==> src/rtl/perif_uart_fifo_if.sv <==
// Peripheral-bus connection for perif_uart_fifo: word-addressed request
// side driven by the bus master, registered ack/read data returned by the slave.
interface perif_uart_fifo_if;
    logic [9:2]  i_addr;
    logic [3:0]  i_be;
    logic        i_wr_en;
    logic [31:0] i_wr_data;
    logic        i_rd_en;
    logic [31:0] o_rd_data;
    logic        o_busy;
    logic        o_ack;

    modport master (
        output i_addr, i_be, i_wr_en, i_wr_data, i_rd_en,
        input  o_rd_data, o_busy, o_ack
    );

    modport slave (
        input  i_addr, i_be, i_wr_en, i_wr_data, i_rd_en,
        output o_rd_data, o_busy, o_ack
    );
endinterface

==> src/rtl/perif_uart_fifo.sv <==
// UART peripheral with independent TX/RX FIFOs, 5-8 data bits, optional
// even/odd parity, 1 or 2 stop bits, sticky error flags and a maskable
// level interrupt. Memory-mapped slave on the word-addressed peripheral bus.
module perif_uart_fifo #(
    parameter int TX_DEPTH = 8,
    parameter int RX_DEPTH = 8
) (
    input  logic             i_clk,
    input  logic             i_rst_n,
    perif_uart_fifo_if.slave bus,
    output logic             o_irq,
    input  logic             i_uart_rx,
    output logic             o_uart_tx
);
    localparam int TX_AW = $clog2(TX_DEPTH);
    localparam int RX_AW = $clog2(RX_DEPTH);
    localparam logic [TX_AW:0]   TX_FULL = (TX_AW+1)'(TX_DEPTH);
    localparam logic [RX_AW:0]   RX_FULL = (RX_AW+1)'(RX_DEPTH);
    localparam logic [TX_AW:0]   TX_ONE  = (TX_AW+1)'(1);
    localparam logic [RX_AW:0]   RX_ONE  = (RX_AW+1)'(1);
    localparam logic [TX_AW-1:0] TX_PINC = TX_AW'(1);
    localparam logic [RX_AW-1:0] RX_PINC = RX_AW'(1);

    typedef enum logic [2:0] {S_IDLE, S_START, S_DATA, S_PARITY, S_STOP} uart_state_t;

    // Parity bit that makes the total count of ones even (odd = 0) or odd (odd = 1).
    function automatic logic par_calc(input logic [7:0] data, input logic odd);
        return (^data) ^ odd;
    endfunction

    // ---------------- registers ----------------
    logic [22:0]       r_cfg;
    logic [2:0]        r_irq_en;
    logic              r_overrun, r_par_err, r_frm_err;
    logic              r_ack;
    logic [31:0]       r_rd_data;

    logic [7:0]        r_tx_mem [TX_DEPTH];
    logic [TX_AW-1:0]  r_tx_wp, r_tx_rp;
    logic [TX_AW:0]    r_tx_cnt;
    uart_state_t       r_tx_state;
    logic [15:0]       r_tx_tmr;
    logic [2:0]        r_tx_bit;
    logic [7:0]        r_tx_shift;
    logic              r_tx_par;
    logic              r_tx_line;

    logic [7:0]        r_rx_mem [RX_DEPTH];
    logic [RX_AW-1:0]  r_rx_wp, r_rx_rp;
    logic [RX_AW:0]    r_rx_cnt;
    logic              r_rx_s1, r_rx_s2, r_rx_s3;
    uart_state_t       r_rx_state;
    logic [15:0]       r_rx_tmr;
    logic [2:0]        r_rx_bit;
    logic [7:0]        r_rx_shift;
    logic              r_rx_par;

    // ---------------- configuration decode ----------------
    logic [15:0] w_div, w_half;
    logic        w_tx_en, w_rx_en, w_par_en, w_par_odd, w_two_stop;
    logic [2:0]  w_last;
    logic [7:0]  w_mask;

    assign w_div      = (r_cfg[15:0] < 16'd2) ? 16'd2 : r_cfg[15:0];
    assign w_half     = {1'b0, w_div[15:1]};
    assign w_tx_en    = r_cfg[16];
    assign w_rx_en    = r_cfg[17];
    assign w_par_en   = r_cfg[19] ^ r_cfg[18];
    assign w_par_odd  = r_cfg[19];
    assign w_two_stop = r_cfg[20];
    assign w_last     = {1'b0, r_cfg[22:21]} + 3'd4;
    assign w_mask     = 8'hFF >> (3'd7 - w_last);

    // ---------------- bus decode ----------------
    logic w_wr_tx, w_rd_rx, w_wr_cfg, w_wr_stat, w_wr_irq;
    assign w_wr_tx   = bus.i_wr_en & (bus.i_addr == 8'h00) & bus.i_be[0];
    assign w_rd_rx   = bus.i_rd_en & (bus.i_addr == 8'h01);
    assign w_wr_cfg  = bus.i_wr_en & (bus.i_addr == 8'h02);
    assign w_wr_stat = bus.i_wr_en & (bus.i_addr == 8'h03) & bus.i_be[0];
    assign w_wr_irq  = bus.i_wr_en & (bus.i_addr == 8'h04) & bus.i_be[0];

    logic w_unused;
    assign w_unused = ^{bus.i_wr_data[31:23], bus.i_be[3]};

    // ---------------- FIFO status ----------------
    logic w_tx_full, w_tx_empty, w_rx_full, w_rx_empty, w_tx_idle;
    logic w_tx_push, w_tx_pop, w_rx_push, w_rx_pop, w_rx_wr, w_ovr_set;
    logic [7:0] w_tx_byte;

    assign w_tx_full  = (r_tx_cnt == TX_FULL);
    assign w_tx_empty = (r_tx_cnt == (TX_AW+1)'(0));
    assign w_rx_full  = (r_rx_cnt == RX_FULL);
    assign w_rx_empty = (r_rx_cnt == (RX_AW+1)'(0));
    assign w_tx_idle  = w_tx_empty & (r_tx_state == S_IDLE);
    assign w_tx_byte  = r_tx_mem[r_tx_rp] & w_mask;

    // A full TX FIFO silently drops the write; the frame start is the only consumer.
    assign w_tx_push  = w_wr_tx & ~w_tx_full;
    assign w_tx_pop   = (r_tx_state == S_IDLE) & w_tx_en & ~w_tx_empty;
    // A push into a full RX FIFO only lands if the bus pops in the same cycle.
    assign w_rx_pop   = w_rd_rx & ~w_rx_empty;
    assign w_rx_wr    = w_rx_push & (~w_rx_full | w_rx_pop);
    assign w_ovr_set  = w_rx_push & w_rx_full & ~w_rx_pop;

    // ---------------- RX sampling events ----------------
    logic w_tx_tick, w_rx_tick, w_perr_set, w_ferr_set;
    assign w_tx_tick  = (r_tx_tmr >= (w_div - 16'd1));
    assign w_rx_tick  = (r_rx_tmr >= (w_div - 16'd1));
    assign w_rx_push  = w_rx_en & (r_rx_state == S_STOP) & w_rx_tick;
    assign w_perr_set = w_rx_push & w_par_en & (r_rx_par != par_calc(r_rx_shift, w_par_odd));
    assign w_ferr_set = w_rx_push & ~r_rx_s2;

    // ---------------- register read mux ----------------
    logic [31:0] w_status, w_rd_mux;
    assign w_status = {8'h00, 8'(r_tx_cnt), 8'(r_rx_cnt), w_tx_idle, r_frm_err, r_par_err,
                       r_overrun, w_rx_full, w_tx_empty, w_rx_empty, w_tx_full};

    // Select read data for the addressed register; popping DATA_RX when empty yields 0.
    always_comb begin
        w_rd_mux = 32'h0;
        case (bus.i_addr)
            8'h01:   w_rd_mux = w_rx_empty ? 32'h0 : {24'h0, r_rx_mem[r_rx_rp]};
            8'h02:   w_rd_mux = {9'h0, r_cfg};
            8'h03:   w_rd_mux = w_status;
            8'h04:   w_rd_mux = {29'h0, r_irq_en};
            default: w_rd_mux = 32'h0;
        endcase
    end

    assign bus.o_ack     = r_ack;
    assign bus.o_rd_data = r_rd_data;
    assign bus.o_busy    = 1'b0;
    assign o_uart_tx     = r_tx_line;
    assign o_irq         = (r_irq_en[0] & ~w_rx_empty) | (r_irq_en[1] & w_tx_empty) |
                           (r_irq_en[2] & (r_overrun | r_par_err | r_frm_err));

    // Bus slave: registered ack/read data and byte-enabled CONFIG/IRQ_EN writes.
    always_ff @(posedge i_clk or negedge i_rst_n) begin
        if (!i_rst_n) begin
            r_ack     <= 1'b0;
            r_rd_data <= 32'h0;
            r_cfg     <= 23'h0;
            r_irq_en  <= 3'b000;
        end else begin
            r_ack     <= bus.i_rd_en | bus.i_wr_en;
            r_rd_data <= bus.i_rd_en ? w_rd_mux : 32'h0;
            if (w_wr_cfg && bus.i_be[0]) r_cfg[7:0]   <= bus.i_wr_data[7:0];
            if (w_wr_cfg && bus.i_be[1]) r_cfg[15:8]  <= bus.i_wr_data[15:8];
            if (w_wr_cfg && bus.i_be[2]) r_cfg[22:16] <= bus.i_wr_data[22:16];
            if (w_wr_irq)                r_irq_en     <= bus.i_wr_data[2:0];
        end
    end

    // Sticky error flags: a new error in the same cycle wins over write-1-to-clear.
    always_ff @(posedge i_clk or negedge i_rst_n) begin
        if (!i_rst_n) begin
            r_overrun <= 1'b0;
            r_par_err <= 1'b0;
            r_frm_err <= 1'b0;
        end else begin
            r_overrun <= w_ovr_set  | (r_overrun & ~(w_wr_stat & bus.i_wr_data[4]));
            r_par_err <= w_perr_set | (r_par_err & ~(w_wr_stat & bus.i_wr_data[5]));
            r_frm_err <= w_ferr_set | (r_frm_err & ~(w_wr_stat & bus.i_wr_data[6]));
        end
    end

    // TX FIFO storage (no reset needed; contents qualified by the count).
    always_ff @(posedge i_clk) begin
        if (w_tx_push) r_tx_mem[r_tx_wp] <= bus.i_wr_data[7:0];
    end

    // TX FIFO pointers and fill level.
    always_ff @(posedge i_clk or negedge i_rst_n) begin
        if (!i_rst_n) begin
            r_tx_wp  <= TX_AW'(0);
            r_tx_rp  <= TX_AW'(0);
            r_tx_cnt <= (TX_AW+1)'(0);
        end else begin
            if (w_tx_push) r_tx_wp <= r_tx_wp + TX_PINC;
            if (w_tx_pop)  r_tx_rp <= r_tx_rp + TX_PINC;
            case ({w_tx_push, w_tx_pop})
                2'b10:   r_tx_cnt <= r_tx_cnt + TX_ONE;
                2'b01:   r_tx_cnt <= r_tx_cnt - TX_ONE;
                default: r_tx_cnt <= r_tx_cnt;
            endcase
        end
    end

    // TX frame sequencer; the line level is registered so the start bit follows the pop.
    always_ff @(posedge i_clk or negedge i_rst_n) begin
        if (!i_rst_n) begin
            r_tx_state <= S_IDLE;
            r_tx_tmr   <= 16'h0;
            r_tx_bit   <= 3'd0;
            r_tx_shift <= 8'h00;
            r_tx_par   <= 1'b0;
            r_tx_line  <= 1'b1;
        end else begin
            case (r_tx_state)
                S_IDLE: begin
                    r_tx_line <= 1'b1;
                    r_tx_tmr  <= 16'h0;
                    r_tx_bit  <= 3'd0;
                    if (w_tx_pop) begin
                        r_tx_shift <= w_tx_byte;
                        r_tx_par   <= par_calc(w_tx_byte, w_par_odd);
                        r_tx_line  <= 1'b0;
                        r_tx_state <= S_START;
                    end
                end
                S_START: begin
                    if (w_tx_tick) begin
                        r_tx_tmr   <= 16'h0;
                        r_tx_line  <= r_tx_shift[0];
                        r_tx_state <= S_DATA;
                    end else begin
                        r_tx_tmr <= r_tx_tmr + 16'd1;
                    end
                end
                S_DATA: begin
                    if (w_tx_tick) begin
                        r_tx_tmr <= 16'h0;
                        if (r_tx_bit >= w_last) begin
                            r_tx_bit   <= 3'd0;
                            r_tx_line  <= w_par_en ? r_tx_par : 1'b1;
                            r_tx_state <= w_par_en ? S_PARITY : S_STOP;
                        end else begin
                            r_tx_bit   <= r_tx_bit + 3'd1;
                            r_tx_shift <= r_tx_shift >> 1;
                            r_tx_line  <= r_tx_shift[1];
                        end
                    end else begin
                        r_tx_tmr <= r_tx_tmr + 16'd1;
                    end
                end
                S_PARITY: begin
                    if (w_tx_tick) begin
                        r_tx_tmr   <= 16'h0;
                        r_tx_line  <= 1'b1;
                        r_tx_state <= S_STOP;
                    end else begin
                        r_tx_tmr <= r_tx_tmr + 16'd1;
                    end
                end
                S_STOP: begin
                    // r_tx_bit counts the first stop period when two stop bits are selected.
                    if (w_tx_tick) begin
                        r_tx_tmr <= 16'h0;
                        if (w_two_stop && (r_tx_bit == 3'd0)) begin
                            r_tx_bit <= 3'd1;
                        end else begin
                            r_tx_bit   <= 3'd0;
                            r_tx_state <= S_IDLE;
                        end
                    end else begin
                        r_tx_tmr <= r_tx_tmr + 16'd1;
                    end
                end
                default: begin
                    r_tx_state <= S_IDLE;
                    r_tx_line  <= 1'b1;
                end
            endcase
        end
    end

    // Two-stage synchroniser for the async RX pin plus a delayed copy for edge detect.
    always_ff @(posedge i_clk or negedge i_rst_n) begin
        if (!i_rst_n) begin
            r_rx_s1 <= 1'b1;
            r_rx_s2 <= 1'b1;
            r_rx_s3 <= 1'b1;
        end else begin
            r_rx_s1 <= i_uart_rx;
            r_rx_s2 <= r_rx_s1;
            r_rx_s3 <= r_rx_s2;
        end
    end

    // RX frame sequencer: half-bit start recheck, then one sample per bit period.
    always_ff @(posedge i_clk or negedge i_rst_n) begin
        if (!i_rst_n) begin
            r_rx_state <= S_IDLE;
            r_rx_tmr   <= 16'h0;
            r_rx_bit   <= 3'd0;
            r_rx_shift <= 8'h00;
            r_rx_par   <= 1'b0;
        end else if (!w_rx_en) begin
            r_rx_state <= S_IDLE;
            r_rx_tmr   <= 16'h0;
            r_rx_bit   <= 3'd0;
        end else begin
            case (r_rx_state)
                S_IDLE: begin
                    r_rx_tmr <= 16'h0;
                    r_rx_bit <= 3'd0;
                    if (!r_rx_s2 && r_rx_s3) begin
                        r_rx_shift <= 8'h00;
                        r_rx_state <= S_START;
                    end
                end
                S_START: begin
                    if (r_rx_tmr >= (w_half - 16'd1)) begin
                        r_rx_tmr   <= 16'h0;
                        r_rx_state <= r_rx_s2 ? S_IDLE : S_DATA;
                    end else begin
                        r_rx_tmr <= r_rx_tmr + 16'd1;
                    end
                end
                S_DATA: begin
                    if (w_rx_tick) begin
                        r_rx_tmr             <= 16'h0;
                        r_rx_shift[r_rx_bit] <= r_rx_s2;
                        if (r_rx_bit >= w_last) begin
                            r_rx_bit   <= 3'd0;
                            r_rx_state <= w_par_en ? S_PARITY : S_STOP;
                        end else begin
                            r_rx_bit <= r_rx_bit + 3'd1;
                        end
                    end else begin
                        r_rx_tmr <= r_rx_tmr + 16'd1;
                    end
                end
                S_PARITY: begin
                    if (w_rx_tick) begin
                        r_rx_tmr   <= 16'h0;
                        r_rx_par   <= r_rx_s2;
                        r_rx_state <= S_STOP;
                    end else begin
                        r_rx_tmr <= r_rx_tmr + 16'd1;
                    end
                end
                S_STOP: begin
                    // The byte is pushed by w_rx_push on this same sample edge.
                    if (w_rx_tick) begin
                        r_rx_tmr   <= 16'h0;
                        r_rx_state <= S_IDLE;
                    end else begin
                        r_rx_tmr <= r_rx_tmr + 16'd1;
                    end
                end
                default: r_rx_state <= S_IDLE;
            endcase
        end
    end

    // RX FIFO storage.
    always_ff @(posedge i_clk) begin
        if (w_rx_wr) r_rx_mem[r_rx_wp] <= r_rx_shift;
    end

    // RX FIFO pointers and fill level.
    always_ff @(posedge i_clk or negedge i_rst_n) begin
        if (!i_rst_n) begin
            r_rx_wp  <= RX_AW'(0);
            r_rx_rp  <= RX_AW'(0);
            r_rx_cnt <= (RX_AW+1)'(0);
        end else begin
            if (w_rx_wr)  r_rx_wp <= r_rx_wp + RX_PINC;
            if (w_rx_pop) r_rx_rp <= r_rx_rp + RX_PINC;
            case ({w_rx_wr, w_rx_pop})
                2'b10:   r_rx_cnt <= r_rx_cnt + RX_ONE;
                2'b01:   r_rx_cnt <= r_rx_cnt - RX_ONE;
                default: r_rx_cnt <= r_rx_cnt;
            endcase
        end
    end
endmodule

==> src/flat_wrapper.sv <==
// flat-port wrapper written by rule: the top's interface ports become plain ports
module perif_uart_fifo_flat 
#(
    parameter int TX_DEPTH = 8,
    parameter int RX_DEPTH = 8
)
  (i_clk, i_rst_n, o_irq, i_uart_rx, o_uart_tx, bus_i_addr, bus_i_be, bus_i_wr_en, bus_i_wr_data, bus_i_rd_en, bus_o_rd_data, bus_o_busy, bus_o_ack);
  perif_uart_fifo_if bus_i ();
  input  logic i_clk;
  input  logic i_rst_n;
  output logic o_irq;
  input  logic i_uart_rx;
  output logic o_uart_tx;
  input wire logic [$bits(bus_i.i_addr)-1:0] bus_i_addr;
  input wire logic [$bits(bus_i.i_be)-1:0] bus_i_be;
  input wire logic [$bits(bus_i.i_wr_en)-1:0] bus_i_wr_en;
  input wire logic [$bits(bus_i.i_wr_data)-1:0] bus_i_wr_data;
  input wire logic [$bits(bus_i.i_rd_en)-1:0] bus_i_rd_en;
  output wire logic [$bits(bus_i.o_rd_data)-1:0] bus_o_rd_data;
  output wire logic [$bits(bus_i.o_busy)-1:0] bus_o_busy;
  output wire logic [$bits(bus_i.o_ack)-1:0] bus_o_ack;
  assign bus_i.i_addr = bus_i_addr;
  assign bus_i.i_be = bus_i_be;
  assign bus_i.i_wr_en = bus_i_wr_en;
  assign bus_i.i_wr_data = bus_i_wr_data;
  assign bus_i.i_rd_en = bus_i_rd_en;
  assign bus_o_rd_data = bus_i.o_rd_data;
  assign bus_o_busy = bus_i.o_busy;
  assign bus_o_ack = bus_i.o_ack;
  perif_uart_fifo #(.TX_DEPTH(TX_DEPTH), .RX_DEPTH(RX_DEPTH)) u_core (.i_clk(i_clk), .i_rst_n(i_rst_n), .bus(bus_i), .o_irq(o_irq), .i_uart_rx(i_uart_rx), .o_uart_tx(o_uart_tx));
endmodule
==> config.mk <==
export PLATFORM = sky130hd
export DESIGN_NAME = perif_uart_fifo_flat
export DESIGN_NICKNAME = d
export VERILOG_FILES = /design/src/rtl/perif_uart_fifo_if.sv /design/src/rtl/perif_uart_fifo.sv /design/src/flat_wrapper.sv
export SDC_FILE = /design/constraint.sdc
export NUM_CORES = 1
export LEC_CHECK = 0
export CAP_MARGIN = 40
export CORE_AREA = 2 2 169 171
export CTS_CLUSTER_SIZE = 25
export DETAILED_ROUTE_END_ITERATION = 7
export DIE_AREA = 0 0 171 173
export DONT_BUFFER_PORTS = 1
export GPL_TIMING_DRIVEN = 1
export PLACE_DENSITY = 0.67
export SETUP_SLACK_MARGIN = 0.15
export SYNTH_ARGS = -nofsm -noshare
export SYNTH_HDL_FRONTEND = slang
export SYNTH_SLANG_ARGS = --single-unit
export TNS_END_PERCENT = 50
==> constraint.sdc <==
create_clock -name i_clk -period 5.8 [get_ports i_clk]
set_clock_uncertainty 0.2 [all_clocks]
set_input_delay 0.87 -clock i_clk [delete_from_list [all_inputs] [get_ports i_clk]]
set_output_delay 0.87 -clock i_clk [all_outputs]
set_load 0.05 [all_outputs]
Word level (Yosys, flattened, before mapping)
Memory sizes are Yosys's and may differ from the RTL's.
Index checks and enable logic that the tools add are counted.
{"block": "classes", "n_addsub": 16, "magnitude_cmp": 8, "eq_ne": 37, "shifts": 1, "muxes": 60, "bitwise": 53, "n_reduce_logical": 32}
{"operator": "one-hot mux 32 bit (4 select lines)", "n": 1}
{"operator": "two-way mux 16 bit", "n": 5}
{"operator": "two-way mux 3 bit", "n": 21}
{"operator": ">= comparator 16 bit", "n": 3}
{"operator": "two-way mux 8 bit", "n": 6}
{"operator": "one-hot mux 16 bit (3 select lines)", "n": 1}
{"operator": "adder 16 x 1 -> 16 bit, second input constant", "n": 2}
{"operator": "two-way mux 32 bit", "n": 1}
{"operator": "one-hot mux 16 bit (2 select lines)", "n": 1}
{"operator": "one-hot mux 8 bit (2 select lines)", "n": 2}
{"operator": "bitwise AND 1 bit", "n": 30}
{"operator": "one-hot mux 3 bit (5 select lines)", "n": 2}
{"operator": "!= test 3 bit, second input constant", "n": 7}
{"operator": "adder 3 x 1 -> 3 bit, second input constant", "n": 6}
{"operator": "equality test 8 x 2 -> 1 bit, second input constant", "n": 2}
{"operator": "< comparator 16 x 2 -> 1 bit, second input constant", "n": 1}
{"operator": "!= test 2 x 1 -> 1 bit, second input constant", "n": 8}
{"operator": "one-hot mux 4 bit (2 select lines)", "n": 2}
{"operator": "XOR reduction 8 bit", "n": 2}
{"operator": "subtractor 15 x 1 -> 16 bit, second input constant", "n": 1}
{"operator": "subtractor 16 x 1 -> 16 bit, second input constant", "n": 1}
{"operator": "equality test 3 x 2 -> 1 bit, second input constant", "n": 4}
{"operator": "two-way mux 1 bit", "n": 12}
{"operator": "AND reduction 4 bit", "n": 3}
{"operator": "41 further kinds", "n": 83}
{"block": "word_totals", "register_bits": 148, "ramBits": 128, "inputBits": 49, "output_inout_bits": 36, "wordCells": 238, "mem_count": 2}
{"memory": "u_core.r_rx_mem", "depth": 8, "word_bits": 8, "read_ports": 1, "rd_ports_with_merged_regs": 0, "wr": 1, "line": "perif_uart_fifo.sv:48", "text": "logic [7:0] r_rx_mem [RX_DEPTH];"}
{"memory": "u_core.r_tx_mem", "depth": 8, "word_bits": 8, "read_ports": 1, "rd_ports_with_merged_regs": 0, "wr": 1, "line": "perif_uart_fifo.sv:38", "text": "logic [7:0] r_tx_mem [TX_DEPTH];"}

Longest topological paths before layout
{"block": "logic_depth", "depth_word": 8, "mapped_depth": 24, "mapped_depth_nobuf": 23}

Worst setup path after synthesis
OpenSTA, ideal clock, no wires.
{"block": "synth_path", "path_kind": "flip-flop to flip-flop", "startpoint": "register u_core.r_cfg[7]", "endpoint": "memory u_core.r_rx_mem[4][0] (enable)", "setup_ns": 0.398, "arrival_ns": 5.101, "t_required_ns": 5.202, "slack_ns": 0.101, "path_stages_with_launch": 20, "n_path_buf": 1, "synth_period_minus_slack_ns": 5.699, "path_cell_list": "dfrtp_1 -> clkbuf_1 -> nor4_1 -> and2_1 -> and3_1 -> nor2_1 -> ha_1 -> nor3b_2 -> nand3_1 -> or3_1 -> or3_1 -> nor4_1 -> xnor2_1 -> ha_1 -> inv_1 -> o211a_1 -> a41oi_1 -> and3_4 -> nand2_1 -> nor4b_1"}
{"block": "synth_via", "elab_chain_len": 8}
{"element": "start: declaration", "line": "perif_uart_fifo.sv:32", "text": "logic [22:0] r_cfg;"}
{"element": "start signal: assignment", "line": "perif_uart_fifo.sv:147", "text": "if (w_wr_cfg && bus.i_be[0]) r_cfg[7:0] <= bus.i_wr_data[7:0];"}
{"element": "< comparator 16 x 2 -> 1 bit", "line": "perif_uart_fifo.sv:64", "text": "assign w_div = (r_cfg[15:0] < 16'd2) ? 16'd2 : r_cfg[15:0];"}
{"element": "two-way mux 16 bit *", "line": "perif_uart_fifo.sv:64"}
{"element": "subtractor 16 x 1 -> 16 bit *", "line": "perif_uart_fifo.sv:108", "text": "assign w_rx_tick = (r_rx_tmr >= (w_div - 16'd1));"}
{"element": ">= comparator 16 bit *", "line": "perif_uart_fifo.sv:108"}
{"element": "bitwise AND 1 bit *", "line": "perif_uart_fifo.sv:109", "text": "assign w_rx_push = w_rx_en & (r_rx_state == S_STOP) & w_rx_tick;"}
{"element": "bitwise AND 1 bit *", "line": "perif_uart_fifo.sv:102", "text": "assign w_rx_wr = w_rx_push & (~w_rx_full | w_rx_pop);"}
{"element": "two-way mux 1 bit *", "line": "perif_uart_fifo.sv:349", "text": "if (w_rx_wr) r_rx_mem[r_rx_wp] <= r_rx_shift;"}
{"element": "two-way mux 1 bit (implied by the code) *", "line": "perif_uart_fifo.sv:349"}
{"element": "end: declaration", "line": "perif_uart_fifo.sv:48"}
Mark *: on every way between the ends. The rest lies on a longest branch, timed or not.

Final worst setup path
{"block": "layout_path", "startpoint": "register u_core.r_cfg[7]", "endpoint": "register u_core.r_rx_cnt[2]"}
{"block": "layout_via", "elab_chain_len": 8, "word_cells_on_any_way": 10, "classes_between": "add/sub: 1; order compare: 2; eq/ne: 2; mux: 2; bitwise: 2; reduce/logical: 1"}
{"element": "< comparator 16 x 2 -> 1 bit", "line": "perif_uart_fifo.sv:64"}
{"element": "two-way mux 16 bit *", "line": "perif_uart_fifo.sv:64"}
{"element": "subtractor 16 x 1 -> 16 bit *", "line": "perif_uart_fifo.sv:108"}
{"element": ">= comparator 16 bit *", "line": "perif_uart_fifo.sv:108"}
{"element": "bitwise AND 1 bit *", "line": "perif_uart_fifo.sv:109"}
{"element": "bitwise AND 1 bit *", "line": "perif_uart_fifo.sv:102"}
{"element": "equality test 2 x 1 -> 1 bit / equality test 2 bit (equally long branches)", "line": "perif_uart_fifo.sv:361", "text": "case ({w_rx_wr, w_rx_pop})"}
{"element": "one-hot mux 4 bit (2 select lines) / nonzero test 2 bit (equally long branches)"}
{"element": "end signal: assignment", "line": "perif_uart_fifo.sv:362", "text": "2'b10: r_rx_cnt <= r_rx_cnt + RX_ONE;"}
{"element": "end signal: assignment", "line": "perif_uart_fifo.sv:363", "text": "2'b01: r_rx_cnt <= r_rx_cnt - RX_ONE;"}
{"element": "end signal: assignment", "line": "perif_uart_fifo.sv:364", "text": "default: r_rx_cnt <= r_rx_cnt;"}
{"element": "end: declaration", "line": "perif_uart_fifo.sv:50", "text": "logic [RX_AW:0] r_rx_cnt;"}
Marked as above.
A chain may end at the register's enable or synchronous reset.

==> impl_metrics.env <==
export IMPL_fin_crit_sh_pct=92.5
export IMPL_timing_reg2reg_setup_slack_ps=440
export IMPL_ys_async_sr_fraction_pct=52.1
export IMPL_maxCapViolCount=0
export IMPL_finalHoldViolations=0
export IMPL_fmax_ghz=0.186
export IMPL_yosys_warnings=0
export IMPL_r2r_end="u_core.r_rx_cnt[2]$_DFFE_PN0P_"
export IMPL_worst_pin_slew_ps=839
export IMPL_critPathLaunchType="register"
export IMPL_core_area_sq_mm=0.0276
export IMPL_arrival_ps=5650
export IMPL_grtUsageTotal_pct=21.3
export IMPL_crit_slowest_cell="or4_1"
export IMPL_gp_congestion=0.886
export IMPL_grt_first_pass_wirelength_um=49700
export IMPL_tritoncts="done"
export IMPL_synth_main_ff_cell="dfrtp_1"
export IMPL_setup_viol=0
export IMPL_hold_path_class="input pin to async pin"
export IMPL_vdd_drop_max_uv=297
export IMPL_ys_types=85
export IMPL_slew_headroom_pct=44.1
export IMPL_die_area_sq_mm=0.0296
export IMPL_dpl_cell_area_sq_mm=0.0143
export IMPL_wl_per_cell_um=20.3
export IMPL_nNetsFinal=1261
export IMPL_slew_violations=0
export IMPL_drive_above_1_share_pct=16.2
export IMPL_report_power_total_uw=4730
export IMPL_numClockSinks=267
export IMPL_ys_seq_area_share_pct=53.5
export IMPL_rr_worst_depth=23
export IMPL_wirelength_um=31500
export IMPL_areaGrowthSynthToFinish_pct=12.3
export IMPL_cts_path_max_buffers=3
export IMPL_synth_area_leader_cell="edfxtp_1"
export IMPL_antenna_found_initial=4
export IMPL_synth_commonest_cells="135 x dfrtp_1, 128 x edfxtp_1, 89 x nand2_1, 64 x ha_1, 56 x nor2_1"
export IMPL_synth_seq_cells=267
export IMPL_drt_pass1_iterations=6
export IMPL_worstSetupEndpointType="register"
export IMPL_r2r_start="u_core.r_cfg[7]$_DFFE_PN0P_"
export IMPL_clk_pin_slew_ps=60
export IMPL_synth_area_sq_mm=0.0137
export IMPL_cp_cell_sequence="nor4_1 -> buf_4 -> and2_1 -> and3_1 -> nor2_1 -> ha_2 -> nor3b_4 -> nand3_1 -> or3_4 -> or3_4 -> nor2_2 -> xnor2_2 -> ha_1 -> a21o_1 -> a21o_1 -> a211o_1 -> a21o_1 -> and3_4 -> nor2_1 -> xor2_1 -> ha_1 -> or4_1 -> a21oi_2"
export IMPL_start_util_pct=49.6
export IMPL_drtAntennaViolNets=0
export IMPL_vias_per_cell=5.86
export IMPL_yosysTopAreaCellShare_pct=28.0
export IMPL_p_leak_uw=0.00650
export IMPL_utilization_pct=55.7
export IMPL_grt_pass1_vias=9032
export IMPL_cts_made_buffers=30
export IMPL_critical_path_buf_inv_count=1
export IMPL_drtIter0Drc=778
export IMPL_cp_required_ps=6090
export IMPL_root_buffer="clkbuf_16"
export IMPL_synth_avg_cell_area_sq_um=12.2
export IMPL_cp_max_fo=4
export IMPL_path_common_cell="a21o_1"
export IMPL_dp_hpwl_um=22400
export IMPL_drc=0
export IMPL_power_density_mw_per_mm2=308
export IMPL_num_rows=61
export IMPL_path_class="register to register"
export IMPL_outcome="completed"
export IMPL_die_w_um=171
export IMPL_layout_min_cycle_time_ps=5360
export IMPL_route_vias_total=9092
export IMPL_ctsHtreeMaxLevel=1
export IMPL_die_y_um=173
export IMPL_synth_cells=1119
export IMPL_grt_max_degree=140
export IMPL_stdcell_area_sq_mm=0.0154
export IMPL_netlist_top_cells_area="edfxtp_1 28%, dfrtp_1 25%, ha_1 5.8%, mux4_2 5.3%, mux2_2 2.7%"
export IMPL_crit_family="simple AND/OR/NAND/NOR gates"
export IMPL_setup_tns_ps=0
export IMPL_synth_edf_count=128
export IMPL_worstSkewPairLatency_ps=560
export IMPL_portBuffers=0
export IMPL_rsz0062_at_grt="false"
export IMPL_overflow=0
export IMPL_yosys_cell_count_top_type="dfrtp_1"
export IMPL_cpPeakStageDelay_ps=530
export IMPL_io_pins=85
## area by class of cell
cell class	instances	area, sq um
Clock inverter	19	201
Tap cell	378	473
Antenna cell	2	5.00
Clock buffer	37	807
Sequential cell	267	7330
Multi-Input combinational cell	772	6080
Inverter	31	116
Fill cell	2295	12200
Timing Repair Buffer	45	375
## registers in the layout, summed over array words and instances (netlist names), 4 cells and up
name	count
u_core.r_cfg	23
u_core.r_rx_mem	64
u_core.r_tx_mem	64
u_core.r_rx_shift	8
u_core.r_tx_shift	8
u_core.r_rx_cnt	4
u_core.r_tx_tmr	16
u_core.r_rx_tmr	16
u_core.r_tx_cnt	4
u_core.bus.o_rd_data	23
## what timing repair did
| item | in CTS | in global routing |
|---|---|---|
| setup buffers | 0 | 1 |
| gates resized for setup | 0 | 11 |
| endpoints found under the setup margin | 0 | 4 |
| hold buffers | 1 | 0 |
| hold endpoints to repair | 139 | 0 |
## cells by family after synthesis
family,Yosys count,share of synthesized area (%)
flip-flops,267,53.5
other,2,0.0548
buffers and inverters,89,2.83
multiplexers,93,10.1
XOR/XNOR,66,4.22
AO/OA/AOI/OAI,206,10.7
adder cells (fa/ha/maj),66,6.06
AND/OR/NAND/NOR,330,12.6
## worst register-to-register path: stages (launching register included)
cell and delay (ps):
dfrtp_1 350, nor4_1 50, buf_4 140, and2_1 150, and3_1 170, nor2_1 150
ha_2 230, nor3b_4 200, nand3_1 120, or3_4 360, or3_4 370, nor2_2 140
xnor2_2 160, ha_1 290, a21o_1 200, a21o_1 200, a211o_1 340, a21o_1 200
and3_4 190, nor2_1 120, xor2_1 80, ha_1 220, or4_1 530, a21oi_2 130
## power breakdown
group          total, uW  leakage (uW)  switching (uW)  internal, uW
logic                714       0.00282             424           290
registers           2120       0.00318            82.5          2040
clock network       1900      0.000497             775          1130
## per-layer routing
metal | share of wire (%) | up-vias | global-route usage [%]
li1 | - | 4254 | -
met1 | 45 | 4559 | 29.9
met2 | 47 | 222 | 34.2
met3 | 4.8 | 55 | 3.14
met4 | 2.7 | 2 | 6.89
met5 | 0.025 | - | 0
## cells in the final DEF (no fill, tap or decap), drive strengths merged, types with 6 or more instances in the layout
cell type  instances
a21o              22
a21oi             27
a222oi             6
a22oi              8
and2              12
and3              30
buf               45
clkbuf            37
clkinv            13
conb              11
dfrtp            135
edfxtp           128
ha                64
inv               32
mux2              42
mux2i             19
mux4              32
nand2             89
nand2b            12
nand3             27
nand4             11
nor2              56
nor2b             11
nor3              27
nor3b             17
nor4              11
o211a              7
o211ai            13
o21ai             64
or4                6
xnor2             40
xor2              26
## worst max path at each step
stage | endpoint | depth (start not counted) | from
after floorplan | u_core.r_rx_mem[4][0]$_DFFE_PP_ | 19 | u_core.r_cfg[7]$_DFFE_PN0P_
after global placement | u_core.r_rx_cnt[2]$_DFFE_PN0P_ | 23 | u_core.r_cfg[7]$_DFFE_PN0P_
after detailed placement | u_core.r_rx_cnt[2]$_DFFE_PN0P_ | 23 | u_core.r_cfg[7]$_DFFE_PN0P_
after global routing | u_core.r_rx_cnt[2]$_DFFE_PN0P_ | 23 | u_core.r_cfg[6]$_DFFE_PN0P_
final | u_core.r_rx_cnt[2]$_DFFE_PN0P_ | 23 | u_core.r_cfg[7]$_DFFE_PN0P_
after CTS | u_core.r_rx_cnt[2]$_DFFE_PN0P_ | 23 | u_core.r_cfg[7]$_DFFE_PN0P_
## per-stage QoR
step	std cells	setup WS, ps	hold slack, ps
global route	1550	159	83.5
floorplan	1128	101	145
detailed placement	1491	249	147
CTS	1548	180	80.5
finish	1551	436	85.8
global placement	1485	284	148
(Power assumes the default switching activity.)
